===== src/rtl/tt_um_serial_deser.sv =====
// Serial-frame receiver tile: start + DATA_W data bits (+ parity) + stop, valid/ack holding register.
// Optional parity state enabled by defining TT_DESER_PARITY_EN.
module tt_um_serial_deser #(
    parameter int DATA_W      = 8,
    parameter int SYNC_STAGES = 2
) (
    input  logic       clk,
    input  logic       rst_n,
    input  logic       ena,
    input  logic [7:0] ui_in,
    output logic [7:0] uo_out,
    output logic [7:0] uio_out,
    output logic [7:0] uio_oe
);

    typedef enum logic [1:0] {
        ST_IDLE,
        ST_DATA,
        ST_PAR,
        ST_STOP
    } state_t;

    localparam logic [3:0] LAST_BIT = 4'(DATA_W - 1);

    logic [SYNC_STAGES-1:0] s_sync_q;
    logic [SYNC_STAGES-1:0] stb_sync_q;
    logic [SYNC_STAGES-1:0] ack_sync_q;
    logic                   stb_prev_q;
    logic                   ack_prev_q;

    state_t     state_q;
    logic [3:0] count_q;
    logic       dir_q;
    logic [7:0] shift_q;
    logic [7:0] shift_d;
    logic [7:0] holding_q;
    logic       valid_q;
    logic       overrun_q;
    logic       frame_err_q;
    logic       busy_q;
    logic       parity_err;

    logic s_bit;
    logic stb_edge;
    logic ack_edge;
    logic unused_ok;

    assign unused_ok = &{1'b0, ui_in[7:4]};

    // Synchronizers and edge-detect flops keep running while ena=0, so edges seen then are lost.
    always_ff @(posedge clk or negedge rst_n) begin
        if (!rst_n) begin
            s_sync_q   <= '0;
            stb_sync_q <= '0;
            ack_sync_q <= '0;
            stb_prev_q <= 1'b0;
            ack_prev_q <= 1'b0;
        end else begin
            s_sync_q   <= {s_sync_q[SYNC_STAGES-2:0], ui_in[0]};
            stb_sync_q <= {stb_sync_q[SYNC_STAGES-2:0], ui_in[1]};
            ack_sync_q <= {ack_sync_q[SYNC_STAGES-2:0], ui_in[3]};
            stb_prev_q <= stb_sync_q[SYNC_STAGES-1];
            ack_prev_q <= ack_sync_q[SYNC_STAGES-1];
        end
    end

    assign s_bit    = s_sync_q[SYNC_STAGES-1];
    assign stb_edge = stb_sync_q[SYNC_STAGES-1] & ~stb_prev_q;
    assign ack_edge = ack_sync_q[SYNC_STAGES-1] & ~ack_prev_q;

    // Bits above DATA_W-1 stay zero because the register is cleared at each start bit.
    always_comb begin
        shift_d = shift_q;
        if (dir_q) begin
            shift_d = {shift_q[6:0], s_bit};
        end else begin
            shift_d = shift_q >> 1;
            shift_d[DATA_W-1] = s_bit;
        end
    end

`ifdef TT_DESER_PARITY_EN
    logic parity_err_q;
    logic par_bad_q;
    assign parity_err = parity_err_q;
`else
    assign parity_err = 1'b0;
`endif

    always_ff @(posedge clk or negedge rst_n) begin
        if (!rst_n) begin
            state_q     <= ST_IDLE;
            count_q     <= '0;
            dir_q       <= 1'b0;
            shift_q     <= '0;
            holding_q   <= '0;
            valid_q     <= 1'b0;
            overrun_q   <= 1'b0;
            frame_err_q <= 1'b0;
            busy_q      <= 1'b0;
`ifdef TT_DESER_PARITY_EN
            parity_err_q <= 1'b0;
            par_bad_q    <= 1'b0;
`endif
        end else if (ena) begin
            // Ack clears first; a stop bit in the same cycle may then set flags again.
            if (ack_edge) begin
                valid_q     <= 1'b0;
                overrun_q   <= 1'b0;
                frame_err_q <= 1'b0;
`ifdef TT_DESER_PARITY_EN
                parity_err_q <= 1'b0;
`endif
            end
            if (stb_edge) begin
                case (state_q)
                    ST_IDLE: begin
                        if (!s_bit) begin
                            state_q <= ST_DATA;
                            count_q <= '0;
                            dir_q   <= ui_in[2];
                            shift_q <= '0;
                            busy_q  <= 1'b1;
`ifdef TT_DESER_PARITY_EN
                            par_bad_q <= 1'b0;
`endif
                        end
                    end
                    ST_DATA: begin
                        shift_q <= shift_d;
                        count_q <= count_q + 4'd1;
                        if (count_q == LAST_BIT) begin
`ifdef TT_DESER_PARITY_EN
                            state_q <= ST_PAR;
`else
                            state_q <= ST_STOP;
`endif
                        end
                    end
`ifdef TT_DESER_PARITY_EN
                    ST_PAR: begin
                        if (^{shift_q, s_bit}) begin
                            parity_err_q <= 1'b1;
                            par_bad_q    <= 1'b1;
                        end
                        state_q <= ST_STOP;
                    end
`endif
                    ST_STOP: begin
                        state_q <= ST_IDLE;
                        busy_q  <= 1'b0;
                        if (!s_bit) begin
                            frame_err_q <= 1'b1;
`ifdef TT_DESER_PARITY_EN
                        end else if (par_bad_q) begin
                            holding_q <= holding_q;
`endif
                        end else if (valid_q && !ack_edge) begin
                            overrun_q <= 1'b1;
                        end else begin
                            holding_q <= shift_q;
                            valid_q   <= 1'b1;
                        end
                    end
                    default: begin
                        state_q <= ST_IDLE;
                        busy_q  <= 1'b0;
                    end
                endcase
            end
        end
    end

    assign uo_out  = holding_q;
    assign uio_out = {3'b000, parity_err, busy_q, frame_err_q, overrun_q, valid_q};
    assign uio_oe  = 8'hFF;

endmodule


===== config.mk =====
export PLATFORM = sky130hd
export DESIGN_NAME = tt_um_serial_deser
export DESIGN_NICKNAME = d
export VERILOG_FILES = /design/src/rtl/tt_um_serial_deser.sv
export SDC_FILE = /design/constraint.sdc
export NUM_CORES = 1
export LEC_CHECK = 0
export ABC_AREA = 1
export CAP_MARGIN = 20
export CORE_MARGIN = 1.5
export CORE_UTILIZATION = 31
export CTS_BUF_LIST = sky130_fd_sc_hd__clkbuf_8
export DETAILED_ROUTE_END_ITERATION = 7
export HOLD_SLACK_MARGIN = 0.03
export MAX_ROUTING_LAYER = met4
export PLACE_DENSITY_LB_ADDON = 0.08
export SYNTH_ARGS = -nofsm -noshare
export SYNTH_HDL_FRONTEND = slang
export SYNTH_SLANG_ARGS = --single-unit

===== constraint.sdc =====
create_clock -name clk -period 1.5 [get_ports clk]
set_clock_uncertainty 0.05 [all_clocks]
set_input_delay 0.225 -clock clk [delete_from_list [all_inputs] [get_ports clk]]
set_output_delay 0.225 -clock clk [all_outputs]
set_load 0.02 [all_outputs]

=== After elaboration in Yosys (flattened, before gate mapping) ===
Cells that the tools add are included.

* Add/subtract/negate cells: 1
* Equality and inequality tests: 5
* Muxes and demuxes: 24
* Bitwise operators: 7
* Reduce and logical (&&, ||, !) cells: 9

{| class="wikitable"
|+ Operators with widths
! kind !! number
|-
| $mux W8 || 2
|-
| $pmux W8 S2 || 1
|-
| $reduce_and A4 Y1 || 4
|-
| $mux W1 || 15
|-
| $pmux W4 S2 || 1
|-
| $not A1 Y1 || 5
|-
| $reduce_and A5 Y1 || 1
|-
| $add A4 B1 Y4 const B || 1
|-
| $eq A4 B3 Y1 const B || 1
|-
| $mux W2 || 2
|-
| $mux W4 || 1
|-
| $ne A2 B2 Y1 const B || 2
|-
| $pmux W2 S2 || 1
|-
| $and A1 B1 Y1 || 2
|-
| $eq A2 B1 Y1 const B || 1
|-
| $eq A2 B2 Y1 const B || 1
|-
| $logic_not A2 Y1 || 1
|-
| $pmux W1 S2 || 1
|-
| $reduce_bool A2 Y1 || 1
|-
| $logic_and A1 B1 Y1 || 1
|-
| $logic_not A1 Y1 || 1
|}

* Flip-flop bits (word level): 35
* Input port bits: 11
* Output and inout port bits: 24
* Logic and storage cells: 60

=== Logic depth before layout (Yosys ltp) ===
Gate-level depths: netlist (run 1).

* Word-level depth: 8
* Gate-level depth with buffers: 7
* Mapped depth without buffers: 6

=== Worst setup path after synthesis (run 1) ===
No wires, ideal clock.

* Kind: reg2reg
* From: reg stb_prev_q
* To: reg holding_q[5], in the netlist uo_out[5]
* Library setup time: 0.118 ns
* Data arrival time: 1.025 ns
* Data required time: 1.332 ns
* Path slack: 0.307 ns
* Stages on the path, launching flop included: 8
* Buffers on the path: 1
* Period minus slack after synthesis: 1.193 ns
* Cells stage by stage: dfrtp_1 inv_1 nand3_1 nor2_4 nand2_2 buf_6 nand2_1 o21ai_2

* Word-level cells in the longest chain between the ends: 3

{| class="wikitable"
|+ RTL lines
! item !! line !! source
|-
| start: declaration || 28 || <nowiki>logic stb_prev_q;</nowiki>
|-
| start signal: assignment || 62 || <nowiki>stb_prev_q <= stb_sync_q[SYNC_STAGES-1];</nowiki>
|-
| $not A1 Y1 || 68 || <nowiki>assign stb_edge = stb_sync_q[SYNC_STAGES-1] & ~stb_prev_q;</nowiki>
|-
| $and A1 B1 Y1 || 68 ||
|-
| $reduce_and A5 Y1 (no line) || -- ||
|-
| end signal: assignment || 161 || <nowiki>holding_q <= shift_q;</nowiki>
|-
| end: declaration || 36 || <nowiki>logic [7:0] holding_q;</nowiki>
|}

No other way between the ends.
A chain may end at the register's enable or synchronous reset.

=== Worst setup path after layout (run 1) ===
* From: reg valid_q
* To: out uio_out[0]

{| class="wikitable"
|+ RTL lines
! item !! line !! source
|-
| start: declaration || 37 || <nowiki>logic valid_q;</nowiki>
|-
| start signal: assignment || 97 || <nowiki>valid_q <= 1'b0;</nowiki>
|-
| start signal: assignment || 108 || <nowiki>valid_q <= 1'b0;</nowiki>
|-
| start signal: assignment || 162 || <nowiki>valid_q <= 1'b1;</nowiki>
|-
| end: declaration || 12 || <nowiki>output logic [7:0] uio_out,</nowiki>
|}

No word-level cell between the ends.

==> results of run 1 <==
-- metal layers --
metal / wire (um) / GRT usage / up-vias
li1: - / - / 579
met3: 124 / 0.0357 / 6
met1: 1410 / 0.152 / 512
met4: 71 / 0.0575 / 0
met5: 0 / - / -
met2: 1280 / 0.185 / 26
-- cells by family after synthesis --
group	count (synthesis)
compound gates	30
fa+ha+maj	1
buf+inv	36
flops	35
other cells	2
simple gates	71
-- power by group --
part	internal [mW]	switching [mW]	leakage (nW)
Clock	0.360	0.319	0.0470
Combinational	0.192	0.300	0.450
Sequential	1.08	0.123	0.460
Total	1.63	0.742	0.957
-- flip-flops by register name, summed over array words and instances (netlist names), 2 cells and up --
| name | cells |
|---|---|
| shift_q | 8 |
| stb_sync_q | 2 |
| state_q | 2 |
| count_q | 4 |
| ack_sync_q | 2 |
| s_sync_q | 2 |
| uo_out | 8 |
-- layout by cell type (no fill, tap or decap), drive strengths merged --
master          n
inv            15
o211ai          8
a21oi           1
conb           12
or2             1
ha              1
clkdlybuf4s50   6
buf             7
dfrtp          35
nand3          13
o21ai          21
nand2          46
nand4           2
dlygate4sd2    12
clkbuf          6
clkinv          1
nor2            9
-- repair_timing --
item                                   in CTS  in global routing
endpoints found under the hold margin       0                  0
hold buffers                                0                  0
setup endpoints to repair                  12                  0
resized for setup                          12                  0
-- metrics by stage --
step	util	power, mW	TNS (ns)	setup WS (ns)
6_report	0.378	2.37	0	0.217
5_1_grt	0.378	2.55	0	0.0871
4_1_cts	0.378	2.41	0	0.206
3_5_place_dp	0.364	1.72	-0.237	-0.0358
3_3_place_gp	0.364	1.72	-0.130	-0.0173
2_1_floorplan	-	1.59	0	0.307
-- final timing paths --
check / from / endpoint / slack [ns] / cells past startpoint
worst max-delay path: valid_q / uio_out[0] / 0.22 / 1
worst min-delay path: rst_n / ack_prev_q / 0.27 / 2
worst max register to register: count_q[0] / count_q[2] / 0.23 / 4
worst min register to register: ack_sync_q[0] / ack_sync_q[1] / 0.30 / 0
max in group asynchronous: rst_n / busy_q / 0.95 / 2
min in group clk: ack_sync_q[0] / ack_sync_q[1] / 0.30 / 0
-- area by class of cell --
class,instances,area share
clock inverters,1,0.00261
flip-flops and latches,35,0.457
inverters,15,0.0294
well taps,70,0.0457
multi-input cells,114,0.296
clock buffers,6,0.0431
repair buffers,25,0.127
==> impl_metrics.env, run 1 <==
export IMPL_outcome="finished clean"
export IMPL_crit_type="reg -> out"
export IMPL_synth_largest_area_cell="dfrtp_1"
export IMPL_fin_cells=266
export IMPL_hold_violations=0
export IMPL_synth_cells=175
export IMPL_io_pins=35
export IMPL_seq_area_frac_synth=0.539
export IMPL_clockBufferDepth=2
export IMPL_cp_required_ns=1.22
export IMPL_grt_pass1_vias=1100
export IMPL_synth_edff_count=0
export IMPL_layout_drive_gt1_share=0.133
export IMPL_synth_mux_area_frac=0
export IMPL_grt_max_degree=36
export IMPL_ys_ff_latch=35
export IMPL_gp_congestion=0.803
export IMPL_viasPerCell=4.22
export IMPL_hold_path_class="in -> async"
export IMPL_drv_cap=0
export IMPL_wl_um=2880
export IMPL_grt_total_usage=0.123
export IMPL_ff_latch_area_um2=876
export IMPL_tritoncts="built"
export IMPL_start_util=0.320
export IMPL_synth_commonest_cells="45 x nand2_1, 35 x dfrtp_1, 17 x buf_4, 15 x inv_1, 15 x o21ai_0"
export IMPL_synth_top_family_by_area="simple AND/OR/NAND/NOR gates"
export IMPL_peakVddDrop_v=0.000641
export IMPL_post_route_drc_count=0
export IMPL_final_area_um2=1920
export IMPL_post_cts_buffers=0
export IMPL_period_needed_ns=1.28
export IMPL_cts_root_buf="clkbuf_8"
export IMPL_power_density_nw_per_um2=1240
export IMPL_drt_first_pass_iters=4
export IMPL_nFillCells=549
export IMPL_synth_most_common_cell="nand2_1"
export IMPL_grt_ovfl_total=0
export IMPL_dpl_hpwl_um=2040
export IMPL_drtIter0Drc=35
export IMPL_crit_slowest_cell="dfrtp_1"
export IMPL_async_flop_share=1.00
export IMPL_post_dp_cell_area_um2=1850
export IMPL_cts_buffers=5
export IMPL_yosys_area_top_type_share=0.539
export IMPL_ys_warn_count=0
export IMPL_crit_buf_inv=1
export IMPL_coreArea_um2=5070
export IMPL_clock_fmax_mhz=780
export IMPL_crit_chain="dlygate4sd2_1"
export IMPL_post_route_period_util=0.855
export IMPL_clkSlewWorstSetupHoldPaths_ns=0.07
export IMPL_synth_cell_type_count=20
export IMPL_dieWidth_um=75.4
export IMPL_synth_xor_area_frac=0
export IMPL_synth_area_leaders="dfrtp_1 54%, nand2_1 10%, buf_4 7.9%, o21ai_0 4.6%, o211ai_1 3.7%"
export IMPL_rsz0062_at_grt="false"
export IMPL_dr_total_vias=1123
export IMPL_worstSetupEndpointType="primary output"
export IMPL_critPathLaunchType="flop"
export IMPL_port_buffer_count=18
export IMPL_antenna_cells_inserted=0
export IMPL_cts_sinks=35
export IMPL_synth_compound_gate_area_share=0.119
export IMPL_cp_max_fo=4
export IMPL_worstSkewPairLatency_ns=0.28
export IMPL_htreeDepth=2
export IMPL_finalSetupViolations=0
export IMPL_cp_data_arrival_time_ns=1.01
export IMPL_antenna_found_initial=0
export IMPL_synth_simple_gate_area_frac=0.196
export IMPL_ys_flop_type="dfrtp_1"
export IMPL_nets=208
export IMPL_hold_slack_ns=0.268
export IMPL_grt_pass1_wl_um=5020
export IMPL_critPathMaxStageDelay_ns=0.40
export IMPL_ant_nets=0
export IMPL_rows=26
export IMPL_maxSlewViolCount=0
export IMPL_avgSynthCellArea_um2=9.29
export IMPL_synth_adder_area_share=0.00770
export IMPL_synthesis_area_um2=1630
export IMPL_dieArea_um2=5690
export IMPL_cp_top_family="flip-flops"
export IMPL_post_drt_wl_per_cell_um=10.8
export IMPL_multi_input_area_um2=568
export IMPL_die_h_um=75.4
export IMPL_area_growth_pct=18.0
export IMPL_leakage_nw=0.957
export IMPL_placedCellCount=259
(Power assumes the default switching activity.)
==> run 2: changes to the inputs <==
- SLEW_MARGIN: not set -> 0
==> results of run 2 <==
No change in the layout: final DEF, timing and power equal those of run 1.
